File: src/rtl/mips_pkg.sv
// mips_pkg: shared fetch FSM states, fault codes and instruction field positions
package mips_pkg;

    typedef enum logic [1:0] {IDLE, REQ, DONE, FAULT} fetch_state_t;

    localparam logic [1:0] FC_NONE     = 2'b00;
    localparam logic [1:0] FC_MISALIGN = 2'b01;
    localparam logic [1:0] FC_TIMEOUT  = 2'b10;

    localparam int OP_LSB    = 26;
    localparam int RS_LSB    = 21;
    localparam int RT_LSB    = 16;
    localparam int RD_LSB    = 11;
    localparam int FUNCT_LSB = 0;
    localparam int IMM_LSB   = 0;

endpackage

File: src/rtl/mips_fetch_unit_if.sv
// mips_fetch_unit_if: instruction memory request/ready bus
interface mips_fetch_unit_if;

    logic        mem_req;
    logic [31:0] mem_addr;
    logic [31:0] mem_rdata;
    logic        mem_ready;

    modport master (output mem_req, mem_addr, input mem_rdata, mem_ready);
    modport slave  (input mem_req, mem_addr, output mem_rdata, mem_ready);

endinterface

File: src/rtl/mips_ir_decode.sv
// mips_ir_decode: splits the instruction register into its encoding fields
module mips_ir_decode
    import mips_pkg::*;
(
    input  logic [31:0] ir,
    output logic [5:0]  op,
    output logic [5:0]  funct,
    output logic [4:0]  rs,
    output logic [4:0]  rt,
    output logic [4:0]  rd,
    output logic [15:0] imm
);

    assign op    = ir[OP_LSB +: 6];
    assign funct = ir[FUNCT_LSB +: 6];
    assign rs    = ir[RS_LSB +: 5];
    assign rt    = ir[RT_LSB +: 5];
    assign rd    = ir[RD_LSB +: 5];
    assign imm   = ir[IMM_LSB +: 16];

endmodule

File: src/rtl/mips_fetch_unit.sv
// mips_fetch_unit: PC/IR owner running the instruction fetch handshake
module mips_fetch_unit
    import mips_pkg::*;
#(
    parameter logic [31:0] RESET_PC = 32'h0000_0000,
    parameter int          TIMEOUT  = 16,
    parameter int          TW       = 5
) (
    input  logic               clk,
    input  logic               reset,
    input  logic               fetch_start,
    input  logic               pcen,
    input  logic [31:0]        pcnext,
    input  logic               fault_clr,
    mips_fetch_unit_if.master  imem,
    output logic               instr_valid,
    output logic               busy,
    output logic               fault,
    output logic [1:0]         fault_code,
    output logic [31:0]        pc,
    output logic [31:0]        pcplus4,
    output logic [31:0]        ir,
    output logic [5:0]         op,
    output logic [5:0]         funct,
    output logic [4:0]         rs,
    output logic [4:0]         rt,
    output logic [4:0]         rd,
    output logic [15:0]        imm
);

    fetch_state_t  state, nxt;
    logic [31:0]   fetch_addr;
    logic [TW-1:0] cnt;

    // state register
    always_ff @(posedge clk or negedge reset) begin
        if (!reset) state <= IDLE;
        else        state <= nxt;
    end

    // next state: a ready on the final wait cycle beats the timeout
    always_comb begin
        nxt = state;
        case (state)
            IDLE:  if (fetch_start) nxt = (pc[1:0] == 2'b00) ? REQ : FAULT;
            REQ:   nxt = imem.mem_ready ? DONE : (cnt == TW'(TIMEOUT - 1)) ? FAULT : REQ;
            DONE:  nxt = IDLE;
            FAULT: if (fault_clr) nxt = IDLE;
        endcase
    end

    // pc, latched fetch address, wait counter, ir and sticky fault code
    always_ff @(posedge clk or negedge reset) begin
        if (!reset) begin
            pc         <= RESET_PC;
            fetch_addr <= '0;
            cnt        <= '0;
            ir         <= '0;
            fault_code <= FC_NONE;
        end else begin
            if (pcen) pc <= pcnext;
            if (state == IDLE && nxt == REQ) fetch_addr <= pc;
            cnt <= (state == REQ && nxt == REQ) ? cnt + TW'(1) : '0;
            if (state == REQ && imem.mem_ready) ir <= imem.mem_rdata;
            if (state != FAULT && nxt == FAULT) fault_code <= (state == IDLE) ? FC_MISALIGN : FC_TIMEOUT;
            else if (state == FAULT && nxt == IDLE) fault_code <= FC_NONE;
        end
    end

    assign imem.mem_req  = (state == REQ);
    assign imem.mem_addr = fetch_addr;
    assign instr_valid   = (state == DONE);
    assign busy          = (state == REQ) || (state == DONE);
    assign fault         = (state == FAULT);
    assign pcplus4       = pc + 32'd4;

    mips_ir_decode u_dec (
        .ir    (ir),
        .op    (op),
        .funct (funct),
        .rs    (rs),
        .rt    (rt),
        .rd    (rd),
        .imm   (imm)
    );

endmodule

File: src/flat_wrapper.sv
// flat-port wrapper written by rule: the top's interface ports become plain ports
module mips_fetch_unit_flat import mips_pkg::*;
#(
    parameter logic [31:0] RESET_PC = 32'h0000_0000,
    parameter int          TIMEOUT  = 16,
    parameter int          TW       = 5
)
  (clk, reset, fetch_start, pcen, pcnext, fault_clr, instr_valid, busy, fault, fault_code, pc, pcplus4, ir, op, funct, rs, rt, rd, imm, imem_mem_req, imem_mem_addr, imem_mem_rdata, imem_mem_ready);
  mips_fetch_unit_if imem_i ();
  input  logic clk;
  input  logic reset;
  input  logic fetch_start;
  input  logic pcen;
  input  logic [31:0] pcnext;
  input  logic fault_clr;
  output logic instr_valid;
  output logic busy;
  output logic fault;
  output logic [1:0] fault_code;
  output logic [31:0] pc;
  output logic [31:0] pcplus4;
  output logic [31:0] ir;
  output logic [5:0] op;
  output logic [5:0] funct;
  output logic [4:0] rs;
  output logic [4:0] rt;
  output logic [4:0] rd;
  output logic [15:0] imm;
  output wire logic [$bits(imem_i.mem_req)-1:0] imem_mem_req;
  output wire logic [$bits(imem_i.mem_addr)-1:0] imem_mem_addr;
  input wire logic [$bits(imem_i.mem_rdata)-1:0] imem_mem_rdata;
  input wire logic [$bits(imem_i.mem_ready)-1:0] imem_mem_ready;
  assign imem_mem_req = imem_i.mem_req;
  assign imem_mem_addr = imem_i.mem_addr;
  assign imem_i.mem_rdata = imem_mem_rdata;
  assign imem_i.mem_ready = imem_mem_ready;
  mips_fetch_unit #(.RESET_PC(RESET_PC), .TIMEOUT(TIMEOUT), .TW(TW)) u_core (.clk(clk), .reset(reset), .fetch_start(fetch_start), .pcen(pcen), .pcnext(pcnext), .fault_clr(fault_clr), .imem(imem_i), .instr_valid(instr_valid), .busy(busy), .fault(fault), .fault_code(fault_code), .pc(pc), .pcplus4(pcplus4), .ir(ir), .op(op), .funct(funct), .rs(rs), .rt(rt), .rd(rd), .imm(imm));
endmodule
File: config.mk
export PLATFORM = sky130hd
export DESIGN_NAME = mips_fetch_unit_flat
export DESIGN_NICKNAME = d
export VERILOG_FILES = /design/src/rtl/mips_pkg.sv /design/src/rtl/mips_fetch_unit_if.sv /design/src/rtl/mips_ir_decode.sv /design/src/rtl/mips_fetch_unit.sv /design/src/flat_wrapper.sv
export SDC_FILE = /design/constraint.sdc
export NUM_CORES = 1
export LEC_CHECK = 0
export BUFFER_PORTS_ARGS = -buffer_cell sky130_fd_sc_hd__buf_2
export CAP_MARGIN = 20
export CORE_AREA = 8 8 113 115
export CTS_CLUSTER_SIZE = 14
export DETAILED_ROUTE_END_ITERATION = 6
export DIE_AREA = 0 0 121 123
export HOLD_SLACK_MARGIN = 0.1
export PLACE_DENSITY_LB_ADDON = 0.3
export SLEW_MARGIN = 20
export SYNTH_ARGS = -nofsm -noshare
export SYNTH_HDL_FRONTEND = slang
export SYNTH_SLANG_ARGS = --single-unit
File: constraint.sdc
create_clock -name clk -period 2.1 [get_ports clk]
set_input_delay 0.21 -clock clk [delete_from_list [all_inputs] [get_ports clk]]
set_output_delay 0.21 -clock clk [all_outputs]
set_load 0.02 [all_outputs]
Yosys cells after proc, flatten, opt, wreduce, memory -nomap -nowiden
Index checks and enable logic that the tools add are counted.
Widths: inputs -> output; s select.
- register bits: 105
- output and inout bits: 177
- logic and storage cells: 35
- $add $sub $neg: 2
- equal/unequal tests: 7
- mux-type cells: 10
- reduce and logical (&&, ||, !) cells: 10
- operator list (kind ; number):
    $add 32x3->32 const B ; 1
    $mux 2 ; 8
    $pmux 2 s4 ; 1
    $eq 2x2->1 const B ; 3
    $logic_not 2->1 ; 3
    $add 5x1->5 const B ; 1
    $eq 5x4->1 const B ; 1
    $logic_and 1x1->1 ; 5
    $mux 5 ; 1
    $eq 2x1->1 const B ; 2
    $ne 2x2->1 const B ; 1
    $reduce_bool 2->1 ; 1
    $logic_or 1x1->1 ; 1

Longest topological paths before layout
Gate-level depths: netlist of the first run.
- depth after elaboration: 8
- gate-level depth with buffers: 7

Hierarchy
From an unflattened synthesis of the first run, not the netlist that was laid out.
- cell total of the unflattened synthesis: 391
- area, all modules: 5038.6 µm²
- modules (own cells, without submodules) (module ; times used ; cells an instance ; area an instance (µm²) ; seq. area each (µm²)):
    mips_fetch_unit ; 1 ; 348 ; 4715.8 ; 2627.5
    mips_ir_decode ; 1 ; 43 ; 322.8 ; 0.0

Least setup slack after synthesis of the first run
Ideal clock, no wire load.
- kind: reg-to-output
- start point: register u_core.pc[7]
- end point: output port pcplus4[31]
- data arrival time: 2.133 ns
- required time: 1.890 ns
- setup slack: -0.243 ns
- stages on the path, launching flop included: 8
- cells stage by stage: dfrtp_1 buf_2 nand4_1 or4_1 buf_2 nor3_4 nand4_1 xnor2_1
- longest elaborated chain between the ends: 1
- ends and longest elaborated chain (what ; line ; text):
    start: declaration ; mips_fetch_unit.sv:20 ; output logic [31:0] pc,
    start signal: assignment ; mips_fetch_unit.sv:61 ; if (pcen) pc <= pcnext;
    $add 32x3->32 ; mips_fetch_unit.sv:75 ; assign pcplus4 = pc + 32'd4;
    end: declaration ; flat_wrapper.sv:21 ; output logic [31:0] pcplus4;
Every way passes these cells.

Worst setup path in the final report of the first run
- start point: register u_core.pc[8]
- end point: output port pcplus4[31]
Same word-level chain as after synthesis.

==> results by group, run 1 <==
Status
  • Outcome: finished, violations left
  • Failing checks: setup timing

Cells and area
  • Diode count: 0
  • Commonest non-fill, non-tap cell in the layout: buf_2
  • Fillers: 797
  • P&R area growth vs syn: 48.6%
  • Share of layout cells above drive strength 1: 67.1%
  • # nets final: 735
  • Commonest cells after routing, fill and taps aside: 226 x buf_2, 101 x dfrtp_1, 95 x mux2_2
  • Fin cells: 806

Worst hold path
  • Hold Path Depth: 2
  • Worst Hold Class: input port to flip-flop

Global routing
  • GR met1 Demand/Resource: about a fifth
  • GRT busiest layer: met2
  • GR Util met3: under 10%
  • First-pass GRT wire length: 22400 um
  • Number of global-route vias before repair: 4318
  • Tot GR Track Use: 18.9%
  • Gr ovfl total: 0
  • Routing usage on met2: between 30% and 40%
  • Largest net degree at the start of global routing: 48
  • Initial antenna violation count: 0

Power and ir drop
  • Max IR drop VDD: about 0.93 mV
  • PD cells: 1350 nW/um^2
  • Leakage power: ~3.6 nW
  • Total power: 0.00981 W
  • Psw: 0.00421 W
  • Logic gate share of total power: 50.1%
  • Cell Int Power: roughly 0.0056 W
  • Switch share: 42.9%
  • Clock share of power: 16.5%
  • Reg power frac: 33.3%

Yosys
  • Yosys cell types: 30
  • Flops & latches, synth: 105
  • Mapped cell area: 4900 sq um
  • XOR/XNOR share of the synthesized area: under 10%
  • Compound-cell area share of the yosys netlist: 1.40%
  • Yosys top cell by area: dfrtp_1
  • Largest family of logic cells by synthesized area: multiplexers
  • Post-synthesis mux area share: 21.8%
  • Post-Synth Simple-Gate Area: 7.43%
  • Post-synthesis sequential area ratio: 53.6%
  • Syn_area_per_cell: approximately 13 sq um
  • Synth Area in Adders: under 10%
  • Yosys Warn Count: 0
  • Gate Count Post-Synth: 380
  • Post-synth top area share: roughly 54%
  • Mapped Nets: 457
  • Synth top area cells: dfrtp_1 54%, mux2_2 22%, buf_4 6.9%

Clock network
  • Htree depth: 3
  • CTS tree: done
  • Clock sink count: 105
  • Latest clock arrival within the worst-skew pair: 340 ps
  • Total CTS buffers: 9
  • Clock slew seen by the registers of the worst setup and hold paths: about 70 ps
  • Clk buf depth: 2
  • Clock Tree Root: clkbuf_16

Setup path
  • Cells along the critical path: nand4_1, or4_4, nor3_4, nand4_1, xnor2_2, buf_4
  • Setup crit start kind: flip-flop
  • Worst Path Required: 1890 ps
  • R2R depth: 7
  • Crit path largest cell delay: 600 ps
  • Crit path max-delay cell type: or4_4
  • Worst path most repeated cell: nand4_1
  • Worst-path fanout max: 3
  • Critical path capture point type: output pin
  • Crit path kind: flip-flop to output pin
  • CP arrival: roughly 2100 ps

Timing
  • Max-slew violation count: 0
  • Worst hold slack: 106 ps
  • Period minus WS final: 2350 ps
  • Setup WS post-layout: -253 ps
  • Final Setup Violations: 18
  • Slew @ Worst Pin: 437 ps
  • Fmax: 425 MHz
  • Worst Skew: 7.57 ps
  • Slew headroom: 70.8%
  • Final Hold Viols: 0
  • RSZ-0062 raised after global routing: yes
  • Fin crit share: 112%

Floorplanning
  • Die area: roughly 15000 sq um
  • Row count: 39
  • Core area: 11100 sq um
  • Starting Density: around 44%
  • Top-Level Pins: around 250
  • Die X: 121 um
  • Chip Height: 123 um

Drt
  • Via count: 4008
  • WL/cell: 18.7 um
  • Wirelength, routed: roughly 15000 um
  • Initial DRC Count: about 200
  • Residual DRC count: 0
  • ANT nets after route: 0
  • DRT Pass-1 Iters: 4
  • Vias/cell: 4.97

Placed design
  • DPL Wire Length: about 11000 um
  • Dpl cells: 743
  • I/O Buffers: 246
  • Post-place setup slack: -53.5 ps
  • Placer Congestion: 0.856

Run
  • Maxcap violations: 0
area by class of cell:
cell class	instances	area, sq um	share of cell area [%]
repair buffers	325	2060	28.3
clock buffers	11	253	3.47
clock inverters	5	38.8	0.533
flip-flops and latches	105	2630	36.2
inverters	7	26.3	0.361
well taps	143	179	2.46
multi-input cells	210	2090	28.7
kinds of logic after synthesis:
group / count (synthesis)
muxes: 95
adders and majority gates: 7
DFF: 105
AOI/OAI and AO/OA: 10
and+or+nand+nor: 68
buffers and inverters: 65
xor gates and xnor gates: 30
synthesized netlist by cell type, drive strengths merged:
| master | n |
|---|---|
| nand3 | 14 |
| dfrtp | 105 |
| o211ai | 1 |
| inv | 7 |
| nor2b | 1 |
| nor4 | 2 |
| a31oi | 1 |
| nor3 | 5 |
| nor2 | 11 |
| or4 | 1 |
| xor2 | 8 |
| nand2 | 17 |
| nand4 | 6 |
| o311ai | 1 |
| mux2 | 95 |
| clkbuf | 4 |
| o21ai | 3 |
| a21oi | 3 |
| ha | 7 |
| nor3b | 1 |
| nand2b | 1 |
| and4 | 7 |
| o32ai | 1 |
| and3 | 2 |
| buf | 54 |
| xnor2 | 22 |
what timing repair did:
action | 4_1_cts | 5_1_grt
hold buffers | 29 | 1
setup endpoints to repair | 19 | 53
gates cloned | 0 | 1
endpoints found under the hold margin | 58 | 1
resized for setup | 42 | 32
pin swaps | 17 | 18
buffers inserted | 12 | 10
worst max-delay path, delay by kind of cell, from the launching register on:
family | cells | cell delay, ps
flops | 1 | 370
xor+xnor | 1 | 170
buf+inv | 1 | 160
simple gates | 4 | 1110
per-layer routing:
layer | vias to the layer above | share of wire [%]
li1 | 1840 | -
met1 | 1963 | 38
met2 | 188 | 52
met3 | 17 | 8.9
met4 | 0 | 1.2
met5 | - | 0
sequential cells by signal, indices dropped and copies added, names as in the netlist:
name / flops
u_core.imem.mem_addr: 32
u_core.cnt: 5
u_core.pc: 32
u_core.fault_code: 2
u_core.ir: 32
u_core.state: 2
power groups by stage:
stage               Combinational, W  Clock [W]  Sequential [W]
floorplan                    0.00256          0         0.00415
finish                       0.00492    0.00162         0.00327
global placement             0.00472          0         0.00323
CTS                          0.00489    0.00167         0.00326
detailed placement           0.00478          0         0.00330
global route                 0.00521    0.00174         0.00337
metrics by stage:
step	util [%]	TNS, ps	instance area (sq um)
after floorplan	-	-85.4	4970
after global placement	56.6	-22.3	6270
after detailed placement	56.6	-116	6270
after CTS	64.0	-2700	7090
after global routing	65.7	-4490	7280
final	65.7	-2750	7280
worst paths after layout:
kind,from,to,slack [ps]
min in group asynchronous,reset,u_core.imem.mem_addr[8]$_DFFE_PN0P_,370
worst min register to register,u_core.cnt[0]$_DFF_PN0_,u_core.cnt[0]$_DFF_PN0_,460
max in group asynchronous,reset,u_core.ir[13]$_DFFE_PN0P_,1010
worst max-delay path,u_core.pc[8]$_DFFE_PN0P_,pcplus4[31],-250
worst min-delay path,imem_mem_rdata[18],u_core.ir[18]$_DFFE_PN0P_,110
worst max register to register,u_core.state[1]$_DFF_PN0_,u_core.imem.mem_addr[31]$_DFFE_PN0P_,90
(Power assumes the default switching activity.)
==> inputs of run 2 (changes only) <==
==> constraint.sdc (replaced) <==
create_clock -name clk -period 2.1 [get_ports clk]
set_input_delay 0.315 -clock clk [delete_from_list [all_inputs] [get_ports clk]]
set_output_delay 0.315 -clock clk [all_outputs]
set_load 0.02 [all_outputs]
==> run 2 against run 1 <==
Effect of this change:
- via count is 4.1% lower
- sequential share of layout area is 1.7 points higher
- highest routed layer is now met5
- the run still ends with setup timing left
- critical path depth is 1 higher
- hold slack better by 85 ps
- largest cell class unchanged
- clock skew is 1.6 ps higher
- maximum frequency is 6.0% lower
- first-iteration DRC count is 54% lower
- register-to-register slack worse by 20 ps
==> results by group, run 2 (same netlist as run 1, synthesis figures left out) <==
Clock network
  • Clk buf depth: 2
  • Clock sink count: approximately 110
  • Total CTS buffers: 9
  • CTS tree: done
  • Htree depth: 3
  • Latest clock arrival within the worst-skew pair: between 300 and 400 ps
  • Clock slew seen by the registers of the worst setup and hold paths: roughly 70 ps
  • Clock Tree Root: clkbuf_16

Timing
  • Max-slew violation count: 0
  • Period minus WS final: 2500 ps
  • Slew headroom: 61.1%
  • Final Hold Viols: 0
  • Setup WS post-layout: -404 ps
  • Worst Skew: 9.14 ps
  • Final Setup Violations: 19
  • Fin crit share: 119%
  • RSZ-0062 raised after global routing: yes
  • Fmax: 399 MHz
  • Slew @ Worst Pin: 584 ps

Setup path
  • Crit path kind: flip-flop to output pin
  • Setup crit start kind: flip-flop
  • Critical path capture point type: output pin
  • Worst Path Required: 1780 ps
  • CP arrival: 2190 ps
  • Worst-path fanout max: 3

Drt
  • DRT Pass-1 Iters: 4
  • WL/cell: 18.7 um
  • Via count: 3845
  • Initial DRC Count: 89
  • Residual DRC count: 0
  • Wirelength, routed: 14500 um
  • Vias/cell: 4.95
  • ANT nets after route: 0

Cells and area
  • Share of layout cells above drive strength 1: approximately 70%
  • Diode count: 0
  • Commonest non-fill, non-tap cell in the layout: buf_2
  • Fin cells: 776
  • Commonest cells after routing, fill and taps aside: 223 x buf_2, 102 x dfrtp_1, 95 x mux2_2
  • P&R area growth vs syn: 42.0%
  • # nets final: 705

Floorplanning
  • Starting Density: roughly 44%
  • Row count: 39
  • Die X: 121 um
  • Chip Height: 123 um
  • Core area: 11100 sq um
  • Top-Level Pins: 247
  • Die area: 14900 sq um

Global routing
  • Tot GR Track Use: 19.0%
  • Initial antenna violation count: 1
  • GRT busiest layer: met2
  • Largest net degree at the start of global routing: 45
  • Routing usage on met2: 33.4%
  • GR Util met3: between 8 and 9%
  • First-pass GRT wire length: 22200 um
  • Number of global-route vias before repair: 4257
  • Gr ovfl total: 0
  • GR met1 Demand/Resource: 19.9%

Status
  • Failing checks: setup timing
  • Outcome: finished, violations left

Worst hold path
  • Worst Hold Class: input port to flip-flop

Placed design
  • I/O Buffers: around 250
  • Placer Congestion: 0.795
  • DPL Wire Length: 11200 um
  • Dpl cells: between 700 and 800

Power and ir drop
  • PD cells: 1390 nW/um^2
  • Leakage power: roughly 3.5 nW
  • Max IR drop VDD: 0.956 mV
  • Total power: 0.00970 W

Run
  • Maxcap violations: 0
-- run 2: repair_timing --
item / CTS / global route
pin swaps: 14 / 19
cloned: 0 / 0
buffers inserted: 8 / 6
gates resized for setup: 44 / 22
hold buffers: 1 / 0
endpoints found under the setup margin: 42 / 56
hold endpoints to repair: 42 / 0
-- run 2: cell type report --
cell class / instances / area, sq um
Clock inverter: 5 / 30.0
Clock buffer: 11 / 253
Tap cell: 143 / 179
Inverter: 7 / 26.3
Sequential cell: 105 / 2630
Multi-Input combinational cell: 210 / 2080
Fill cell: 869 / 4120
Timing Repair Buffer: 295 / 1760
-- run 2: final timing paths --
check,cells after the start,from,end,slack (ps)
min in group asynchronous,2,reset,u_core.imem.mem_addr[9]$_DFFE_PN0P_,500
worst max-delay path,7,u_core.pc[8]$_DFFE_PN0P_,pcplus4[17],-400
worst min-delay path,3,pcnext[2],u_core.pc[2]$_DFFE_PN0P_,190
worst max register to register,7,u_core.state[1]$_DFF_PN0_,u_core.imem.mem_addr[17]$_DFFE_PN0P_,70
worst min register to register,1,u_core.cnt[0]$_DFF_PN0_,u_core.cnt[0]$_DFF_PN0_,470
max in group asynchronous,3,reset,u_core.ir[0]$_DFFE_PN0P_,960
-- run 2: per-stage QoR --
| stage | setup TNS (ps) | setup slack [ps] | instance area, sq um | hold WS, ps | util [%] |
|---|---|---|---|---|---|
| floorplan | -779 | -143 | 4990 | 19.4 | - |
| global placement | -202 | -76.9 | 6340 | 351 | 57.2 |
| detailed placement | -535 | -177 | 6340 | 354 | 57.2 |
| CTS | -5540 | -473 | 6840 | 181 | 61.7 |
| global route | -6990 | -499 | 6960 | 190 | 62.8 |
| finish | -5350 | -404 | 6960 | 191 | 62.8 |
-- run 2: where the power goes --
part           internal [W]  switching (W)  total, W
combinational       0.00191        0.00292   0.00483
sequential          0.00276       0.000514   0.00327
clock              0.000863       0.000737   0.00160
-- run 2: layer usage --
layer	vias to the layer above	routed length, um
li1	1760	-
met1	1877	5450
met2	181	7160
met3	25	1670
met4	2	239
met5	-	17
-- run 2: worst max-delay path, stage by stage, from the launching register on --
cell and delay [ps]:
dfrtp_2 360, nand4_1 150, or4_4 580, buf_6 150, buf_6 120, nor3_4 110, xor2_1 190, buf_4 180
==> inputs of run 3 (changes only) <==
--- a/config.mk
+++ b/config.mk
@@ -5,6 +5,7 @@
 export SDC_FILE = /design/constraint.sdc
 export NUM_CORES = 1
 export LEC_CHECK = 0
+export ABC_CLOCK_PERIOD_IN_PS = 2800
 export BUFFER_PORTS_ARGS = -buffer_cell sky130_fd_sc_hd__buf_2
 export CAP_MARGIN = 20
 export CORE_AREA = 8 8 113 115
==> constraint.sdc (replaced) <==
create_clock -name clk -period 2.8 [get_ports clk]
set_input_delay 0.42 -clock clk [delete_from_list [all_inputs] [get_ports clk]]
set_output_delay 0.42 -clock clk [all_outputs]
set_load 0.02 [all_outputs]
==> run 3 against run 2 <==
Effect of this change:
- the run now ends clean
- flip-flop and latch count did not move
- hold slack got worse by 79 ps
- sequential share of layout area rose by 3.6 points
- final cell count fell by 5.3%
- clock-buffer cell count did not move
- largest cell class unchanged
- critical path type unchanged
- sequential power fell by 24%
- clock skew fell by 4.8 ps
==> results by group, run 3 (same netlist as run 1, synthesis figures left out) <==
Timing
  • Total Neg Setup Slack: 0 ps
  • Fmax: 381 MHz
  • Fin crit share: 93.8%
  • Setup WS post-layout: 173 ps
  • Final Hold Viols: 0
  • Worst hold slack: 112 ps
  • Slew headroom: 46.8%
  • Worst Skew: approximately 4.4 ps
  • Final Setup Violations: 0
  • Period minus WS final: about 2600 ps
  • Slew @ Worst Pin: 798 ps
  • Max-slew violation count: 0

Drt
  • WL/cell: 17.7 um
  • Initial DRC Count: 161
  • DRT Pass-1 Iters: 4
  • Wirelength, routed: approximately 13000 um
  • ANT nets after route: 0
  • Via count: ~3.6k
  • Vias/cell: around 4.9
  • Residual DRC count: 0

Clock network
  • Hold-fix buffers, CTS: 0
  • CTS tree: done
  • Clock Tree Root: clkbuf_16
  • Clk buf depth: 2
  • Total CTS buffers: 9
  • Latest clock arrival within the worst-skew pair: 340 ps
  • Clock slew seen by the registers of the worst setup and hold paths: 70 ps
  • Clock sink count: between 100 and 150
  • Htree depth: 3

Cells and area
  • Commonest non-fill, non-tap cell in the layout: buf_2
  • # nets final: approximately 660
  • Final core utilization: between 50% and 60%
  • Diode count: 0
  • Share of layout cells above drive strength 1: 64.4%
  • Fillers: 954
  • Commonest cells after routing, fill and taps aside: 244 x buf_2, 97 x dfrtp_1, 95 x mux2_2
  • P&R area growth vs syn: 30.0%

Power and ir drop
  • Max IR drop VDD: 0.778 mV
  • Leakage power: 3.14 nW
  • Total power: 0.00716 W
  • PD cells: around 1100 nW/um^2

Setup path
  • Setup crit start kind: flip-flop
  • Cells along the critical path: nand4_1, or4_4, nor3_4, nand4_1, xnor2_1, buf_2
  • R2R depth: 7
  • Crit path largest cell delay: 610 ps
  • CP arrival: 2210 ps
  • Worst path bufs/invs: 1
  • R2r setup slk: around 570 ps
  • Worst reg2reg path startpoint: u_core.state[1]$_DFF_PN0_
  • Crit path max-delay cell type: or4_4
  • Worst path most repeated cell: nand4_1
  • Critical path capture point type: output pin
  • Worst-path fanout max: 8
  • R2R Path End: u_core.imem.mem_addr[24]$_DFFE_PN0P_
  • Worst Path Required: 2380 ps
  • Crit path kind: flip-flop to output pin
  • Top Family by Delay on Critical Path: simple AND/OR/NAND/NOR gates

Run
  • Maxcap violations: 0

Global routing
  • Largest net degree at the start of global routing: 56
  • Tot GR Track Use: 17.1%
  • First-pass GRT wire length: ~20000 um
  • Initial antenna violation count: 1
  • Gr ovfl total: 0
  • Number of global-route vias before repair: between 3k and 4k

Floorplanning
  • Die X: 121 um
  • Top-Level Pins: 247
  • Row count: 39
  • Chip Height: between 100 and 150 um
  • Die area: 14900 sq um
  • Core area: 11100 sq um
  • Starting Density: ~44%

Placed design
  • I/O Buffers: approximately 250
  • DPL Wire Length: 10100 um
  • Placer Congestion: 0.785
  • Post-place setup slack: 282 ps

Worst hold path
  • Worst Hold Class: input port to asynchronous set/reset pin

Status
  • Outcome: finished, final reports clean
run 3: cell count changes in the layout (fill, tap and decap cells not counted), sizes merged:
cell	change
dlygate4sd3	-1
bufinv	+2
buf	-40
clkinvlp	-2
run 3: repair_timing:
item                                    in CTS  in global routing
setup buffers                                0                  2
resized for setup                            3                 14
endpoints found under the setup margin       7                 10
hold endpoints to repair                     0                  0
pin swaps                                    0                  3
run 3: worst register-to-register path: stages, from the launching register on:
cell and delay (ps):
dfrtp_1 430, inv_1 100, ha_1 250, inv_1 80, o311ai_2 520, nand2_1 220, buf_12 230, mux2_2 300
run 3: metrics by stage:
step | cell area, sq um | std cells
finish | 6370 | 735
global route | 6370 | 735
CTS | 6320 | 733
detailed placement | 5990 | 717
global placement | 5990 | 717
floorplan | 4900 | 380
run 3: worst max path at each step:
stage	startpoint	end	slack, ps	depth (start not counted)
after global placement	u_core.pc[8]$_DFFE_PN0P_	pcplus4[31]	340	6
after detailed placement	u_core.pc[8]$_DFFE_PN0P_	pcplus4[31]	280	6
after CTS	u_core.pc[3]$_DFFE_PN0P_	pcplus4[28]	10	8
final	u_core.pc[8]$_DFFE_PN0P_	pcplus4[31]	170	6
after floorplan	u_core.pc[7]$_DFFE_PN0P_	pcplus4[31]	250	7
after global routing	u_core.pc[15]$_DFFE_PN0P_	pcplus4[24]	-40	6
run 3: report_power, final:
group,switching (W),leakage (nW),internal [W]
combinational,0.00206,1.73,0.00129
sequential,0.000399,1.25,0.00207
clock,0.000535,0.159,0.000807
total,0.00299,3.14,0.00417
run 3: per-layer routing:
metal / vias to the layer above / track usage, % / routed length (um)
met4: 2 / 6.56 / 180
li1: 1686 / - / -
met5: - / 0 / 13
met3: 14 / 6.89 / 1470
met2: 167 / 29.0 / 6280
met1: 1768 / 18.9 / 5080
run 3: final cells by class:
class | count | area (sq um) | share of cell area (%)
repair buffers | 254 | 1320 | 20.7
clock inverters | 5 | 78.8 | 1.24
inverters | 7 | 26.3 | 0.412
flip-flops and latches | 105 | 2640 | 41.4
multi-input cells | 210 | 1890 | 29.6
clock buffers | 11 | 243 | 3.81
well taps | 143 | 179 | 2.81
